File: config.mk
export PLATFORM = sky130hd
export DESIGN_NAME = maxnet_ctrl
export DESIGN_NICKNAME = d
export VERILOG_FILES = /design/src/rtl/maxnet_pkg.sv /design/src/rtl/maxnet_wait_counter.sv /design/src/rtl/maxnet_ctrl.sv
export SDC_FILE = /design/constraint.sdc
export NUM_CORES = 1
export LEC_CHECK = 0
export CORE_MARGIN = 2
export CORE_UTILIZATION = 45
export DETAILED_ROUTE_END_ITERATION = 16
export GPL_TIMING_DRIVEN = 0
export HOLD_SLACK_MARGIN = 0.1
export PLACE_DENSITY = 0.75
export SLEW_MARGIN = 20
export SYNTH_ARGS = -nofsm -noshare
export SYNTH_HDL_FRONTEND = slang
export SYNTH_SLANG_ARGS = --single-unit
File: constraint.sdc
create_clock -name clk -period 3 [get_ports clk]
set_input_delay 0.45 -clock clk [delete_from_list [all_inputs] [get_ports clk]]
set_output_delay 0.45 -clock clk [all_outputs]
set_load 0.05 [all_outputs]
File: src/rtl/maxnet_pkg.sv
// ---------------------------------------------------------------------------
// maxnet_pkg
// Shared definitions for the Maxnet sequencing controller:
//   - maxnet_state_e : controller FSM state type and encoding
//   - DEF_*          : default parameter values for maxnet_ctrl
//   - wait_cnt_width : width of the WAIT down-counter for a given PU latency
// ---------------------------------------------------------------------------
package maxnet_pkg;

    localparam int unsigned DEF_CNT_W      = 8;
    localparam int unsigned DEF_MAX_ITER   = 64;
    localparam int unsigned DEF_PU_LATENCY = 1;

    typedef enum logic [2:0] {
        ST_IDLE   = 3'd0,
        ST_LOAD   = 3'd1,
        ST_CHECK  = 3'd2,
        ST_WAIT   = 3'd3,
        ST_UPDATE = 3'd4,
        ST_FINISH = 3'd5
    } maxnet_state_e;

    // The WAIT counter only ever holds values 0 .. PU_LATENCY-1.
    function automatic int unsigned wait_cnt_width(input int unsigned pu_latency);
        return (pu_latency > 1) ? $clog2(pu_latency) : 1;
    endfunction

endpackage

File: src/rtl/maxnet_wait_counter.sv
// ---------------------------------------------------------------------------
// maxnet_wait_counter
// Loadable down-counter with a zero flag; times the WAIT state of the
// Maxnet controller while the processing-unit/ReLU network settles.
// Ports:
//   clk_i      : clock
//   rst_ni     : synchronous active-low reset (count -> 0)
//   load_i     : load load_val_i (has priority over dec_i)
//   load_val_i : value to load
//   dec_i      : decrement by one; holds at zero
//   zero_o     : count is zero
// ---------------------------------------------------------------------------
module maxnet_wait_counter #(
    parameter int unsigned W = 1
) (
    input  logic         clk_i,
    input  logic         rst_ni,
    input  logic         load_i,
    input  logic [W-1:0] load_val_i,
    input  logic         dec_i,
    output logic         zero_o
);

    logic [W-1:0] count_q;
    logic [W-1:0] count_d;

    always_comb begin
        count_d = count_q;
        if (load_i) begin
            count_d = load_val_i;
        end else if (dec_i && (count_q != '0)) begin
            count_d = count_q - W'(1);
        end
    end

    always_ff @(posedge clk_i) begin
        if (!rst_ni) begin
            count_q <= '0;
        end else begin
            count_q <= count_d;
        end
    end

    assign zero_o = (count_q == '0);

endmodule

File: src/rtl/maxnet_ctrl.sv
// ---------------------------------------------------------------------------
// maxnet_ctrl
// Sequencing controller for the Maxnet datapath. On start it loads the input
// samples (LOAD), then loops CHECK -> WAIT -> UPDATE until the datapath reports
// a single survivor, all-zero values, or the iteration limit is hit, and then
// presents a held result-valid handshake with status flags (FINISH).
// Ports:
//   clk        : clock, rising edge
//   rst        : synchronous active-low reset
//   start      : run request, sampled in IDLE only
//   abort      : cancel run; in FINISH acts as resAck
//   dpDone     : datapath converged (one nonzero working value)
//   dpZero     : all working values zero
//   resAck     : consumer accepts the result
//   ldX        : load X register (LOAD)
//   ldTmp      : load working register (LOAD, UPDATE)
//   selTmp     : working register source: 0 = inputs, 1 = ReLU outputs
//   ready      : controller idle
//   busy       : run in progress
//   valid      : result available, held until resAck
//   timeout    : last run ended on the iteration limit
//   zeroErr    : last run ended with all values zero
//   iterCount  : UPDATE cycles in the current or last run (saturating)
// ---------------------------------------------------------------------------
module maxnet_ctrl
    import maxnet_pkg::*;
#(
    parameter int unsigned PU_LATENCY = DEF_PU_LATENCY,
    parameter int unsigned MAX_ITER   = DEF_MAX_ITER,
    parameter int unsigned CNT_W      = DEF_CNT_W
) (
    input  logic             clk,
    input  logic             rst,
    input  logic             start,
    input  logic             abort,
    input  logic             dpDone,
    input  logic             dpZero,
    input  logic             resAck,
    output logic             ldX,
    output logic             ldTmp,
    output logic             selTmp,
    output logic             ready,
    output logic             busy,
    output logic             valid,
    output logic             timeout,
    output logic             zeroErr,
    output logic [CNT_W-1:0] iterCount
);

    localparam int unsigned         WAIT_W     = wait_cnt_width(PU_LATENCY);
    localparam logic [WAIT_W-1:0]   WAIT_LOAD  = (PU_LATENCY > 0) ? WAIT_W'(PU_LATENCY - 1) : '0;
    localparam logic [CNT_W-1:0]    ITER_LIMIT = CNT_W'(MAX_ITER);

    maxnet_state_e    state_q, state_d;
    logic [CNT_W-1:0] iter_q, iter_d;
    logic             timeout_q, timeout_d;
    logic             zero_err_q, zero_err_d;

    logic             wait_load;
    logic             wait_dec;
    logic             wait_zero;

    maxnet_wait_counter #(
        .W (WAIT_W)
    ) u_wait_counter (
        .clk_i      (clk),
        .rst_ni     (rst),
        .load_i     (wait_load),
        .load_val_i (WAIT_LOAD),
        .dec_i      (wait_dec),
        .zero_o     (wait_zero)
    );

    // Next-state, iteration counter and flags
    always_comb begin
        state_d    = state_q;
        iter_d     = iter_q;
        timeout_d  = timeout_q;
        zero_err_d = zero_err_q;
        wait_load  = 1'b0;
        wait_dec   = 1'b0;

        unique case (state_q)
            ST_IDLE: begin
                if (start) begin
                    state_d = ST_LOAD;
                end
            end

            ST_LOAD: begin
                // An abort here leaves the previous run's status untouched.
                if (abort) begin
                    state_d = ST_IDLE;
                end else begin
                    iter_d     = '0;
                    timeout_d  = 1'b0;
                    zero_err_d = 1'b0;
                    state_d    = ST_CHECK;
                end
            end

            ST_CHECK: begin
                if (abort) begin
                    state_d = ST_IDLE;
                end else if (dpDone) begin
                    state_d = ST_FINISH;
                end else if (dpZero) begin
                    zero_err_d = 1'b1;
                    state_d    = ST_FINISH;
                end else if (iter_q == ITER_LIMIT) begin
                    timeout_d = 1'b1;
                    state_d   = ST_FINISH;
                end else if (PU_LATENCY == 0) begin
                    state_d = ST_UPDATE;
                end else begin
                    wait_load = 1'b1;
                    state_d   = ST_WAIT;
                end
            end

            ST_WAIT: begin
                if (abort) begin
                    state_d = ST_IDLE;
                end else if (wait_zero) begin
                    state_d = ST_UPDATE;
                end else begin
                    wait_dec = 1'b1;
                end
            end

            ST_UPDATE: begin
                if (abort) begin
                    state_d = ST_IDLE;
                end else begin
                    if (iter_q != ITER_LIMIT) begin
                        iter_d = iter_q + CNT_W'(1);
                    end
                    state_d = ST_CHECK;
                end
            end

            ST_FINISH: begin
                if (resAck || abort) begin
                    state_d = ST_IDLE;
                end
            end

            default: begin
                state_d = ST_IDLE;
            end
        endcase
    end

    always_ff @(posedge clk) begin
        if (!rst) begin
            state_q    <= ST_IDLE;
            iter_q     <= '0;
            timeout_q  <= 1'b0;
            zero_err_q <= 1'b0;
        end else begin
            state_q    <= state_d;
            iter_q     <= iter_d;
            timeout_q  <= timeout_d;
            zero_err_q <= zero_err_d;
        end
    end

    // Moore outputs
    always_comb begin
        ldX    = 1'b0;
        ldTmp  = 1'b0;
        selTmp = 1'b0;
        ready  = 1'b0;
        busy   = 1'b0;
        valid  = 1'b0;

        unique case (state_q)
            ST_IDLE: begin
                ready = 1'b1;
            end
            ST_LOAD: begin
                busy  = 1'b1;
                ldX   = 1'b1;
                ldTmp = 1'b1;
            end
            ST_CHECK, ST_WAIT: begin
                busy = 1'b1;
            end
            ST_UPDATE: begin
                busy   = 1'b1;
                ldTmp  = 1'b1;
                selTmp = 1'b1;
            end
            ST_FINISH: begin
                valid = 1'b1;
            end
            default: begin
                ready = 1'b0;
            end
        endcase
    end

    assign timeout   = timeout_q;
    assign zeroErr   = zero_err_q;
    assign iterCount = iter_q;

endmodule

Yosys cells after proc, flatten, opt, wreduce, memory -nomap -nowiden
Cells that the tools add are included.
Widths: inputs -> output; s select.
{ "op_classes": {"add_sub_neg": 2, "n_bitwise": 1, "muxes": 38, "n_reduce_logical": 12, "eq_ne": 18} }
{ "op_table": {"columns": ["cell", "n"], "rows": [
  ["$mux 3", 8],
  ["$mux 8", 3],
  ["$mux 1", 22],
  ["$ne 2x2->1 const B", 10],
  ["$pmux 8 s2", 1],
  ["$pmux 3 s5", 1],
  ["$add 8x1->8 const B", 1],
  ["$eq 8x7->1 const B", 1],
  ["$ne 8x7->1 const B", 1],
  ["$eq 3x2->1 const B", 2],
  ["$eq 3x3->1 const B", 2],
  ["$reduce_and 6->1", 1],
  ["$reduce_and 5->1", 1],
  ["$pmux 1 s2", 2],
  ["$reduce_and 4->1", 1],
  ["$reduce_bool 2->1", 2],
  ["$reduce_or 2->1", 2],
  ["$reduce_or 4->1", 1],
  ["$eq 3x1->1 const B", 1],
  ["$logic_not 3->1", 1],
  ["$ne 3x3->1 const B", 1],
  ["$reduce_and 3->1", 1],
  ["$mux 2", 1],
  ["$logic_and 1x1->1", 1],
  ["other kinds (3)", 3]
]} }
{ "totals": {"reg_bits": 14, "inputBits": 7, "wordCells": 76} }

Longest topological paths before layout
{ "logic_depth": {"word_depth": 7, "depth_mapped": 7, "depth_no_buf": 6} }

Modules after synthesis
From an unflattened synthesis, not the netlist that was laid out.
{ "unflattened": {"cells_unflattened": 105, "hier_area_um2": 847.1} }
{ "by_module_without_submodules": {"columns": ["module", "area_per_inst_um2", "cells_per_inst", "n_inst"], "rows": [
  ["maxnet_ctrl", 798.3, 100, 1],
  ["maxnet_wait_counter", 48.8, 5, 1]
]} }

Worst setup path after synthesis
Ideal clock, no wire load.
{ "synth_timing": {"kind": "register to output", "from": "register state_q[0]", "to": "output busy", "path_stages_with_launch": 4, "arrival_time_ns": 2.147, "path_slack_ns": 0.403, "t_required_ns": 2.550, "cell_sequence": "dfxtp_1 buf_6 nor3_1 nor2_1"} }
{ "synth_via": {"elab_chain_cells": 3, "word_cells_on_any_way": 6} }
{ "synth_rtl": {"columns": ["item", "line_no", "rtl"], "rows": [
  ["start: declaration", "maxnet_ctrl.sv:54", "maxnet_state_e state_q, state_d;"],
  ["start signal: assignment", "maxnet_ctrl.sv:161", "state_q <= state_d;"],
  ["$eq 3x3->1 (tied with other cells)", "maxnet_ctrl.sv:177", "unique case (state_q)"],
  ["$reduce_or 4->1 (no line) *", null, null],
  ["$mux 1 *", "maxnet_ctrl.sv:177", null],
  ["end: declaration", "maxnet_ctrl.sv:43", "output logic busy,"]
]} }
Every way passes the cells marked *; elsewhere a longest branch is shown, timed or not.

Final worst setup path
{ "layout_timing": {"from": "register state_q[2]", "to": "output selTmp"} }
{ "layout_via": {"elab_chain_cells": 2} }
{ "layout_rtl": {"columns": ["item", "line_no", "rtl"], "rows": [
  ["$eq 3x3->1", "maxnet_ctrl.sv:177", null],
  ["$mux 1", "maxnet_ctrl.sv:177", null],
  ["end: declaration", "maxnet_ctrl.sv:41", "output logic selTmp,"]
]} }
Every way passes these cells.

==> impl_metrics.yaml <==
clocking:
  cts_max_path_buffers: 2
  cts_resized: 0
  h-tree-depth: 1
  cts_made_buffers: 3
  root_buffer: "clkbuf_4"
  clk_pin_slew_ns: 0.09
  cts_tree: "done"
  clkSinkCount: 14
  clock_latency_ns: 0.29
  post_cts_buffers: 0
  cts_hold_buf: 0
worst_setup_path:
  crit_chain: "buf_4, inv_1, nor3_1, clkdlybuf4s50_1"
  crit_start: "state_q[2]$_SDFFE_PN0P_"
  end_kind: "output port"
  crit_required_ns: 2.55
  critPathBufInv: 3
  critPathMaxFanout: 10
  cp_data_arrival_time_ns: 2.11
  r2r-start: "iterCount[0]$_SDFFE_PN0P_"
  path_class: "reg -> out"
  critical-path-top-delay-family: "buffers and inverters"
  cpPeakStageDelay_ns: 0.88
  slowest_stage: "clkdlybuf4s50_1"
  cp-start-kind: "flop"
detailed_routing:
  viasPerCell: 5.559
  drc: 0
  drt-initial-drc-count: 21
  routedWlPerCell_um: 12.70
  via_count: 845
  finalWirelength_um: 1930
  drt-pass1-iter-count: 5
  ant_nets: 0
yosys:
  synth_xor_area_share_pct: 3.221
  synth_edf_count: 0
  synth_compound_area_share_pct: 20.20
  syn_area_sq_um: 854.6
  ys_warn_count: 0
  ys_seq_area_share_pct: 32.80
  yosys.area_share.simple_pct: 30.89
  synth_cells: 101
  synth.avg_cell_area_sq_um: 8.461
  syn_nets: 110
  synthDistinctLibCells: 39
  synth-async-reset-ratio_pct: 0
  synth_top_family_by_area: "simple AND/OR/NAND/NOR gates"
  synth_flop_cell: "dfxtp_1"
  yosys-mux-area-fraction_pct: 1.171
  synth-seq-cells: 14
  synth_fa_ha_area_share_pct: 2.928
cells_and_area:
  drive_gt1_share_pct: 12.60
  n_fill_cell: 181
  instances_no_fill: 152
  finalNetCount: 137
  area_delta_synth_final_pct: 33.68
  n_antenna_cell: 0
  mostFrequentLayoutCell: "clkdlybuf4s50_1"
  final_cell_mix: "22 x clkdlybuf4s50_1, 14 x dfxtp_1, 8 x nor2_1, 8 x nand3_1, 7 x nand2_1"
floorplanning:
  fp.dieH_um: 47.58
  rows: 15
  die_w_um: 47.58
  ios: 23
  core_area_sq_um: 1764
  start_util_pct: 48.44
  die_area_sq_um: 2264
pwr:
  max-vdd-ir-drop_mv: 0.2345
  power.density_nw_per_um2: 351.6
  p_total_uw: 401.6
  leakage_uw: 0.0004022
sta:
  fin_crit_sh_pct: 85.37
  tightest_slew_ns: 0.5998
  fin_tns_setup_ns: 0
  worst_clock_skew_ns: 0.005081
  slew_violations: 0
  maxSlewHeadroom_pct: 59.77
  final.setup.worst_slack_ns: 0.4388
  max_clock_freq_mhz: 390.4
  setup_viol: 0
  finalHoldViolCount: 0
  rsz0062_at_grt: "no"
  min_period_ns: 2.561
placement:
  dp.cells: 148
  finalWeightedCongestion: 0.7898
  post-place-ws_ns: 0.7846
  port_buffers: 22
  detailedPlacementHpwl_um: 1422
grt:
  grt_pass1_wl_um: 3270
  grt-ovfl-total: 0
  grt_max_degree: 11
  grt_pass1_vias: 725
  track_usage_pct: 20.69
  antenna_found_initial: 0
outcome:
  run_status: "complete, no violations"
worst_hold_path:
  hold_class: "reg -> reg"
  min_from: "timeout$_SDFFE_PN0P_"
flow_run:
  maxCapViolations: 0
-- sequential cells by signal (all words and copies together) (netlist names) --
signal,count
iterCount,8
state_q,3
timeout,1
u_wait_counter.count_q,1
zeroErr,1
-- power breakdown --
part	switching [uW]	total, uW	internal, uW
combinational	43.0	72.0	29.0
sequential	1.06	188	187
clock	67.3	141	74.0
-- tightest hold or removal path, delay by kind of cell, from the launching register on --
kind	cells	cell delay (ns)
flops	1	0.33
simple gates	2	0.09
-- stage by stage --
step                      cell area [sq um]  hold slack [ns]  utilization [%]
after floorplan                       854.6           0.4311                -
after global placement                 1106           0.4379            62.70
after detailed placement               1106           0.4362            62.70
after CTS                              1142           0.4547            64.75
after global routing                   1142           0.4942            64.75
final                                  1142           0.4579            64.75
-- worst paths after layout --
check             depth (start not counted)  slack, ns                        end
setup / recovery                          4       0.44                     selTmp
hold reg to reg                           2       0.46       timeout$_SDFFE_PN0P_
setup reg to reg                          6       1.24  iterCount[6]$_SDFFE_PN0P_
hold / removal                            2       0.46       timeout$_SDFFE_PN0P_
-- cell families after synthesis --
logic type | count (synthesis)
AND/OR/NAND/NOR | 47
AO/OA/AOI/OAI | 24
flip-flops | 14
buffers and inverters | 12
adder cells (fa/ha/maj) | 2
XOR/XNOR | 1
multiplexers | 1
-- synth_stat cells (all sizes together), types with 3 or more instances --
library cell | instances | area [sq um]
nand2 | 7 | 26.28
o21ai | 5 | 25.02
dfxtp | 14 | 280.3
nor2 | 8 | 30.03
inv | 6 | 22.52
nand3 | 8 | 40.04
o31ai | 4 | 35.03
or4 | 5 | 42.54
nor3 | 4 | 20.02
buf | 5 | 48.79
a21oi | 6 | 30.03
or3 | 3 | 21.27
-- cell type report --
cell class                      count  area, sq um  share of cell area (%)
Multi-Input combinational cell     75        499.2                   43.70
Sequential cell                    14        280.3                   24.53
Buffer                              6        52.55                   4.600
Timing Repair Buffer               22        220.2                   19.28
Inverter                            6        22.52                   1.972
Tap cell                           25        31.28                   2.738
Clock buffer                        4        36.28                   3.176
-- layer usage --
layer	vias to the layer above	share of wire (%)	track usage [%]
met3	5	3.9	2.642
met4	0	1.9	9.730
li1	423	-	-
met1	394	49	30.80
met2	23	46	29.46
met5	-	0	0
(Power assumes the default switching activity.)
